`src/rtl/ps2_rx_framer.sv`:
```
// PS/2 device-to-host receive framer: synchronises the raw lines, deserialises 11-bit frames and
// folds E0/F0 prefixes into a 9-bit make code. Optional parity check: define PS2_PARITY_CHECK_EN.
module ps2_rx_framer #(
  parameter int unsigned TIMEOUT = 5000
) (
  input  logic       clock,
  input  logic       reset_n,
  input  logic       ps2_clk,
  input  logic       ps2_data,
  output logic [8:0] CODE,
  output logic       CODE_VALID,
  output logic       ERR
);

  typedef enum logic [1:0] {IDLE, DATA, PARITY, STOP} state_t;

  state_t      state, state_nx;
  logic        c1, c2, c3, d1, d2, d3;
  logic        fall;
  logic [7:0]  shreg;
  logic [2:0]  bitcnt;
  logic        ext_flag, brk_flag;
  logic [15:0] wd;
  logic        wd_hit, par_ok;
  logic        start, shift, frame_done, err_ev;

  // fall is registered so the edge reaches the FSM 3 cycles after the raw edge;
  // d3 keeps the data line aligned with it.
  always_ff @(posedge clock) begin
    if (!reset_n) begin
      {c1, c2, c3} <= '1;
      {d1, d2, d3} <= '1;
      fall         <= 1'b0;
    end else begin
      c1   <= ps2_clk;
      c2   <= c1;
      c3   <= c2;
      fall <= c3 & ~c2;
      d1   <= ps2_data;
      d2   <= d1;
      d3   <= d2;
    end
  end

`ifdef PS2_PARITY_CHECK_EN
  logic par;

  always_ff @(posedge clock) begin
    if (!reset_n)                     par <= 1'b0;
    else if (state == PARITY && fall) par <= d3;
  end

  assign par_ok = ^{shreg, par};
`else
  assign par_ok = 1'b1;
`endif

  assign wd_hit = (wd == 16'(TIMEOUT - 1));

  always_ff @(posedge clock) begin
    if (!reset_n) state <= IDLE;
    else          state <= state_nx;
  end

  always_comb begin
    state_nx   = state;
    start      = 1'b0;
    shift      = 1'b0;
    frame_done = 1'b0;
    err_ev     = 1'b0;
    unique case (state)
      IDLE: begin
        if (fall) begin
          if (!d3) begin
            state_nx = DATA;
            start    = 1'b1;
          end else begin
            err_ev = 1'b1;
          end
        end
      end
      DATA: begin
        if (fall) begin
          shift = 1'b1;
          if (bitcnt == 3'd7) state_nx = PARITY;
        end else if (wd_hit) begin
          state_nx = IDLE;
          err_ev   = 1'b1;
        end
      end
      PARITY: begin
        if (fall) begin
          state_nx = STOP;
        end else if (wd_hit) begin
          state_nx = IDLE;
          err_ev   = 1'b1;
        end
      end
      STOP: begin
        if (fall) begin
          state_nx = IDLE;
          if (d3 && par_ok) frame_done = 1'b1;
          else              err_ev     = 1'b1;
        end else if (wd_hit) begin
          state_nx = IDLE;
          err_ev   = 1'b1;
        end
      end
      default: state_nx = IDLE;
    endcase
  end

  always_ff @(posedge clock) begin
    if (!reset_n) begin
      shreg      <= '0;
      bitcnt     <= '0;
      wd         <= '0;
      ext_flag   <= 1'b0;
      brk_flag   <= 1'b0;
      CODE       <= '0;
      CODE_VALID <= 1'b0;
      ERR        <= 1'b0;
    end else begin
      CODE_VALID <= 1'b0;
      ERR        <= err_ev;

      if (start) begin
        shreg  <= '0;
        bitcnt <= '0;
      end else if (shift) begin
        shreg  <= {d3, shreg[7:1]};
        bitcnt <= bitcnt + 3'd1;
      end

      if (fall || state_nx == IDLE) wd <= '0;
      else                          wd <= wd + 16'd1;

      if (err_ev) begin
        ext_flag <= 1'b0;
        brk_flag <= 1'b0;
      end else if (frame_done) begin
        case (shreg)
          8'hE0:   ext_flag <= 1'b1;
          8'hF0:   brk_flag <= 1'b1;
          default: begin
            if (!brk_flag) begin
              CODE       <= {ext_flag, shreg};
              CODE_VALID <= 1'b1;
            end
            ext_flag <= 1'b0;
            brk_flag <= 1'b0;
          end
        endcase
      end
    end
  end

endmodule
```
`config.mk`:
```
export PLATFORM = sky130hd
export DESIGN_NAME = ps2_rx_framer
export DESIGN_NICKNAME = d
export VERILOG_FILES = /design/src/rtl/ps2_rx_framer.sv
export SDC_FILE = /design/constraint.sdc
export NUM_CORES = 1
export LEC_CHECK = 0
export ABC_CLOCK_PERIOD_IN_PS = 2770
export CAP_MARGIN = 20
export CORE_MARGIN = 1.5
export CORE_UTILIZATION = 50
export CTS_CLUSTER_DIAMETER = 80
export DETAILED_ROUTE_END_ITERATION = 16
export DONT_BUFFER_PORTS = 1
export SLEW_MARGIN = 0
export SYNTH_ARGS = -nofsm -noshare
export SYNTH_HDL_FRONTEND = slang
export SYNTH_SLANG_ARGS = --single-unit
```
`constraint.sdc`:
```
create_clock -name clock -period 2.77 [get_ports clock]
set_clock_uncertainty 0.15 [all_clocks]
set_input_delay 0.1385 -clock clock [delete_from_list [all_inputs] [get_ports clock]]
set_output_delay 0.1385 -clock clock [all_outputs]
set_load 0.01 [all_outputs]
```
After elaboration in Yosys (flattened, before gate mapping)
Cells that the tools add are included.
Word-level totals
  register bits: 49
  bits of input ports: 4
  output and inout port bits: 11
  logic and storage cells: 69
Cells by class
  $add $sub $neg: 2
  eq/ne operators: 7
  mux-type cells: 23
  bitwise logic cells: 9
  reduce and logical (&&, ||, !) cells: 12
Operator list (number)
  adder 16 x 1 -> 16 bit, second input constant: 1
  == test 16 x 13 -> 1 bit, second input constant: 1
  == test 8 bit, second input constant: 2
  2-to-1 mux 2 bit: 7
  2-to-1 mux 1 bit: 12
  OR reduction 2 bit: 5
  inverter 1 bit: 8
  one-hot mux 2 bit (4 select lines): 1
  OR reduction 5 bit: 1
  == test 2 bit, second input constant: 2
  zero test 2 bit: 2
  one-hot mux 1 bit (2 select lines): 2
  AND reduction 2 bit: 2
  AND reduction 4 bit: 1
  adder 3 x 1 -> 3 bit, second input constant: 1
  == test 3 bit, second input constant: 1
  one-hot mux 1 bit (3 select lines): 1
  == test 2 x 1 -> 1 bit, second input constant: 1
  bitwise AND 1 bit: 1
  logical OR 1 bit: 1

Logic depth before layout (Yosys ltp)
Gate-level depths: netlist of the first run.
  depth after elaboration: 7
  gate-level depth with buffers: 8
  depth with buffers taken out: 7

Least setup slack after synthesis of the first run
No wires, ideal clock.
  kind: register to register
  start: register state[0]
  end: register wd[9]
  library setup time: 62 ps
  arrival time: 1748 ps
  data required time: 2558 ps
  setup slack: 810 ps
  cell stages (with the launch flop): 9
  buffers on the path: 1
  clock period less this slack: 1960 ps
  path through: dfxtp_1 -> inv_1 -> ha_1 -> inv_2 -> a21oi_1 -> o41ai_2 -> o211ai_2 -> buf_6 -> nor2_2
On the way
  longest elaborated chain between the ends: 6
  elaborated cells on any way between the ends: 15
  those cells by class: eq/ne (3); mux (8); reduce/logical (4)
Ends and longest elaborated chain
  from (decl): RTL line 17  | state_t state, state_nx;
  from (signal assigned): RTL line 62  | else state <= state_nx;
  2-to-1 mux 2 bit (on tied branches) (2 in a row)
  one-hot mux 2 bit (4 select lines) (*): RTL line 71  | unique case (state)
  zero test 2 bit (*): RTL line 135  | if (fall || state_nx == IDLE) wd <= '0;
  logical OR 1 bit (*): RTL line 135
  OR reduction 2 bit (no source line) (*)
  to (signal assigned): RTL line 136  | else wd <= wd + 16'd1;
  to (decl): RTL line 23  | logic [15:0] wd;
Every way passes the cells marked *; elsewhere a longest branch is shown, timed or not.
A chain may end at the register's enable or synchronous reset.

Worst setup path in the final report of the first run
  start: register state[0]
  end: register wd[7]
The elaborated chain is that of the path after synthesis.

==> results.json, run 1 <==
{
  "status": "completed",
  "synth_cells": 227,
  "synthTopCellsByArea": "dfxtp_1 (46%), nand2_1 (5.1%), ha_1 (4.7%), xor2_1 (4.5%), mux2i_1 (4.2%)",
  "vias": 1454,
  "cts_tree": "done",
  "cp_data_arrival_time_ns": 2.24,
  "p_per_area_nw_per_um2": 497,
  "finalCritPeriodShare": 0.784,
  "period_minus_slack_ns": 2.17,
  "clock_latency_ns": 0.29,
  "grt_antenna_before_repair": 0,
  "path_cells": "inv_1 -> ha_1 -> inv_2 -> a21oi_1 -> o41ai_2 -> o211ai_2 -> buf_4 -> nor2_1",
  "rows": 23,
  "async_flop_share": 0,
  "synthFlopType": "dfxtp_1",
  "finalWirelength_um": 3620,
  "gp_congestion": 0.811,
  "grt-ovfl-total": 0,
  "fmax_mhz": 461,
  "synth.distinct_cells": 41,
  "synth_seq_area_share": 0.458,
  "yosysMostFrequentCell": "dfxtp_1",
  "worst_slack_ns": 0.599,
  "avgSynthCellArea_um2": 9.44,
  "final_nets": 244,
  "start_util": 0.528,
  "ioPinCount": 15,
  "cp-start-kind": "register",
  "synth_common_cells": "dfxtp_1 (49), nand2_1 (29), nor2_1 (16), nor2b_1 (12)",
  "track_usage": 0.173,
  "path_class": "reg -> reg",
  "syn_nets": 239,
  "die_y_um": 68.5,
  "ir_drop_mv": 0.327,
  "post-route-drc-count": 0,
  "firstDrtPassIters": 6,
  "drtIter0Drc": 87,
  "worst_path_largest_cell_delay_ns": 0.47,
  "clk_pin_slew_ns": 0.08,
  "fillers": 365,
  "crit_path_max_fanout": 16,
  "hp-class": "in -> reg",
  "drive_gt1_frac": 0.125,
  "antennaDiodeCount": 0,
  "grt_pass1_wl_um": 6080,
  "vias_per_cell": 5.16,
  "synth_area_leader_cell": "dfxtp_1",
  "finish.utilization": 0.565,
  "cts_root_buffer": "clkbuf_8",
  "tns_ns": 0,
  "synth-edff-count": 0,
  "area_growth_pct": 6.95,
  "setup_viol": 0,
  "dieArea_um2": 4690,
  "yosys_warnings": 0,
  "postRouteAntennaNets": 0,
  "grt_max_degree": 21,
  "grt_setup_unrepaired": "no",
  "tightest_slew_ns": 0.600,
  "syn-cell-area_um2": 2140,
  "core_area_um2": 4060,
  "clockBufferDepth": 2,
  "htreeDepth": 2,
  "pre_cts_slack_ns": 0.609,
  "fin_area_um2": 2290,
  "ys_seq_elements": 49,
  "drv_cap": 0,
  "routedWlPerCell_um": 12.8,
  "cts_setup_buffers": 0,
  "placed_cell_area_um2": 2170,
  "die_w_um": 68.5,
  "yosys.area.top_type_share": 0.458,
  "hold_violations": 0,
  "io_buffers": 0,
  "slew_headroom": 0.598,
  "cp_slowest_cell": "dfxtp_1",
  "critPathCaptureType": "register",
  "cts.sinks": 49,
  "grt_pass1_vias": 1279,
  "crit_required_ns": 2.84,
  "hpwlAfterDp_um": 2580,
  "numCtsBuffers": 5,
  "final_max_slew_viol_count": 0,
  "p_leak_nw": 0.786
}
per-layer routing:
metal / track usage / vias up / wire length (um) / share of wire
met5: 0 / - / 0 / 0
met3: 0.0510 / 2 / 136 / 0.038
met2: 0.248 / 21 / 1590 / 0.44
li1: - / 765 / - / -
met4: 0.0375 / 0 / 18 / 0.0050
met1: 0.256 / 666 / 1870 / 0.52
flip-flops by register name, summed over array words and instances (netlist names), 2 cells and up:
signal,flops
wd,16
CODE,9
shreg,8
bitcnt,3
state,2
critical path, delay by kind of cell (launching register included):
kind	cells	cell delay (ns)
AOI/OAI and AO/OA	3	0.56
DFF	1	0.47
buffers and inverters	3	0.45
adders and majority gates	1	0.33
and+or+nand+nor	1	0.14
logic make-up (layout without fill, tap and decap cells):
family / count (synthesis) / after routing / share of synthesized area
simple gates: 108 / 108 / 0.280
buf+inv: 13 / 18 / 0.0315
flops: 49 / 49 / 0.458
mux: 9 / 9 / 0.0421
compound gates: 25 / 25 / 0.0806
fa+ha+maj: 8 / 8 / 0.0467
xor+xnor: 15 / 15 / 0.0613
what timing repair did:
item                                    in CTS  in global routing
hold buffers                                 3                  0
gates resized for setup                      0                  0
hold endpoints to repair                    22                  0
endpoints found under the setup margin       0                  0
area by class of cell:
type,count,area [um^2],share of cell area
inverter,6,22.5,0.00983
clock buffer,7,86.3,0.0377
timing repair buffer,5,45.0,0.0197
sequential,49,981,0.428
multi-input combinational,165,1090,0.477
tap,50,62.6,0.0273
cell usage in the layout, fill, tap and decap left out, drive strengths merged, types with 4 or more instances in the layout:
cell	netlist	layout
mux2i	9	9
o21ai	5	5
a21oi	11	11
nand3	10	10
nor2b	12	12
dfxtp	49	49
ha	8	8
and2	5	5
nor3	4	4
nand2	29	29
clkbuf	4	7
xnor2	4	4
inv	6	6
nor2	26	26
xor2	11	11
nand2b	8	8
report_power, final:
group	internal, W	leakage (nW)	total [W]	switching [W]
clock network	0.000198	0.0443	0.000409	0.000210
logic	0.00000980	0.346	0.0000201	0.0000103
registers	0.000708	0.396	0.000711	0.00000303
total	0.000916	0.786	0.00114	0.000224
metrics by stage:
step                std cells  hold WS (ns)  total power, W
finish                    282        0.0840         0.00114
global route              282         0.112         0.00119
detailed placement        272        0.0687        0.000741
global placement          272        0.0665        0.000741
floorplan                 227        0.0838        0.000742
CTS                       282        0.0780         0.00116
path summary, 6_finish.rpt:
check                                    startpoint  slack, ns                    end  cells past startpoint
worst min-delay path                        reset_n       0.08  shreg[7]$_SDFFE_PP0P_                      2
worst min register to register        d2$_SDFF_PN1_       0.26          d3$_SDFF_PN1_                      1
worst max-delay path            state[0]$_SDFF_PN0_       0.60       wd[7]$_SDFF_PP0_                      8
worst max register to register  state[0]$_SDFF_PN0_       0.60       wd[7]$_SDFF_PP0_                      8
Power figures use the tool's default switching activity.
==> run 2, diff against run 1 <==
--- a/config.mk
+++ b/config.mk
@@ -5,7 +5,7 @@
 export SDC_FILE = /design/constraint.sdc
 export NUM_CORES = 1
 export LEC_CHECK = 0
-export ABC_CLOCK_PERIOD_IN_PS = 2770
+export ABC_CLOCK_PERIOD_IN_PS = 2100
 export CAP_MARGIN = 20
 export CORE_MARGIN = 1.5
 export CORE_UTILIZATION = 50
==> constraint.sdc (replaced) <==
create_clock -name clock -period 2.1 [get_ports clock]
set_clock_uncertainty 0.15 [all_clocks]
set_input_delay 0.105 -clock clock [delete_from_list [all_inputs] [get_ports clock]]
set_output_delay 0.105 -clock clock [all_outputs]
set_load 0.01 [all_outputs]
==> run 2 against run 1 <==
Effect of this change: routed wire length rose by 3.5%; cell count is 1.4% higher; hold slack got worse by 0.061 ns; maximum frequency increased by 12%; core utilization increased by 2.1 points; global-route usage grew 1.0 points; highest routed layer unchanged.
==> results.json, run 2 (synthesized netlist as in run 1, its figures left out) <==
{
  "status": "completed",
  "hold_violations": 0,
  "fin_area_um2": 2380,
  "hpwlAfterDp_um": 2650,
  "tns_ns": 0,
  "htreeDepth": 2,
  "ioPinCount": 15,
  "multiInputGateArea_um2": 1110,
  "dieArea_um2": 4690,
  "clk_pin_slew_ns": 0.09,
  "grt_pass1_vias": 1388,
  "core_area_um2": 4060,
  "numCtsBuffers": 5,
  "setup_viol": 0,
  "p_leak_nw": 0.827,
  "cp-start-kind": "register",
  "post-route-drc-count": 0,
  "seqCellArea_um2": 982,
  "hp-class": "in -> reg",
  "die_w_um": 68.5,
  "grt_max_degree": 21,
  "most-common-layout-cells": "dfxtp_1 (48), nand2_1 (29), nor2_1 (16), nor2b_1 (12)",
  "grt-ovfl-total": 0,
  "pre_cts_slack_ns": 0.0756,
  "cts_tree": "done",
  "clockBufferDepth": 2,
  "die_y_um": 68.5,
  "finalWirelength_um": 3750,
  "fillers": 358,
  "cts_root_buffer": "clkbuf_8",
  "drtIter0Drc": 54,
  "antennaDiodeCount": 0,
  "cts_setup_buffers": 0,
  "firstDrtPassIters": 4,
  "cp_data_arrival_time_ns": 2.04,
  "vias_per_cell": 5.26,
  "cts.sinks": 49,
  "final_max_slew_viol_count": 0,
  "fmax_mhz": 515,
  "gp_congestion": 0.893,
  "clock_latency_ns": 0.30,
  "crit_path_max_fanout": 16,
  "path_class": "reg -> reg",
  "grt_pass1_wl_um": 6310,
  "start_util": 0.528,
  "final_nets": 247,
  "regMostFlops": "wd",
  "critPathCaptureType": "register",
  "slew_headroom": 0.626,
  "reg_top3": "wd x16, CODE x9, shreg x8",
  "drive_gt1_frac": 0.161,
  "ir_drop_mv": 0.354,
  "placed_cell_area_um2": 2210,
  "drv_cap": 0,
  "finalCritPeriodShare": 0.926,
  "grt_antenna_before_repair": 0,
  "hold_slack_ns": 0.0227,
  "routedWlPerCell_um": 13.1,
  "io_buffers": 0,
  "period_minus_slack_ns": 1.94,
  "crit_required_ns": 2.19,
  "track_usage": 0.184,
  "layout_commonest_cell": "dfxtp_1",
  "largest_reg_flops": 16,
  "area_growth_pct": 10.9,
  "postRouteAntennaNets": 0,
  "tightest_slew_ns": 0.559,
  "vias": 1503,
  "grt_setup_unrepaired": "no",
  "worst_slack_ns": 0.156,
  "p_per_area_nw_per_um2": 695,
  "rows": 23
}
-- run 2: changes by cell type in the layout (fill, tap and decap cells not counted), sizes merged --
cell / previous run / this run
buf: 2 / 5
bufinv: 0 / 1
-- run 2: metal layers --
metal,up-vias,global-route usage,wire length (um)
met5,-,0,0
met4,0,0.0900,40
met3,4,0.0526,109
met2,21,0.279,1690
met1,708,0.238,1910
li1,770,-,-
-- run 2: final cells by class --
cell class                      count  share of cell area
Clock buffer                        7              0.0363
Clock inverter                      1              0.0126
Inverter                            6             0.00948
Multi-Input combinational cell    165               0.468
Sequential cell                    49               0.413
Tap cell                           50              0.0263
Timing Repair Buffer                8              0.0337
-- run 2: report_power, final --
part	internal, W	switching [W]	total [W]	leakage (nW)
sequential	0.000934	0.00000387	0.000937	0.396
combinational	0.0000134	0.0000134	0.0000269	0.372
clock	0.000388	0.000299	0.000687	0.0585
-- run 2: path summary, 6_finish.rpt --
kind / start / endpoint / slack [ns] / depth (start not counted)
max: state[1]$_SDFF_PN0_ / wd[8]$_SDFF_PP0_ / 0.16 / 8
min: reset_n / shreg[7]$_SDFFE_PP0P_ / 0.02 / 2
max reg2reg: state[1]$_SDFF_PN0_ / wd[8]$_SDFF_PP0_ / 0.16 / 8
min reg2reg: d2$_SDFF_PN1_ / d3$_SDFF_PN1_ / 0.26 / 1
-- run 2: stage by stage --
stage,power [W],utilization,cells
floorplan,0.000979,-,227
global placement,0.000977,0.545,275
detailed placement,0.000978,0.545,275
CTS,0.00167,0.581,286
global route,0.00171,0.586,286
finish,0.00165,0.586,286
-- run 2: worst max-delay path, stage by stage (launching register included) --
cell and delay [ns]:
dfxtp_1 0.41, inv_1 0.15, ha_1 0.23, inv_2 0.07, a21oi_1 0.09, o41ai_2 0.38, o211ai_2 0.14, buf_12 0.18
nor2_2 0.10
-- run 2: what timing repair did --
item                                   4_1_cts  5_1_grt
endpoints found under the hold margin       22        0
hold buffers                                 3        0
setup endpoints to repair                    0       17
resized for setup                            0        5
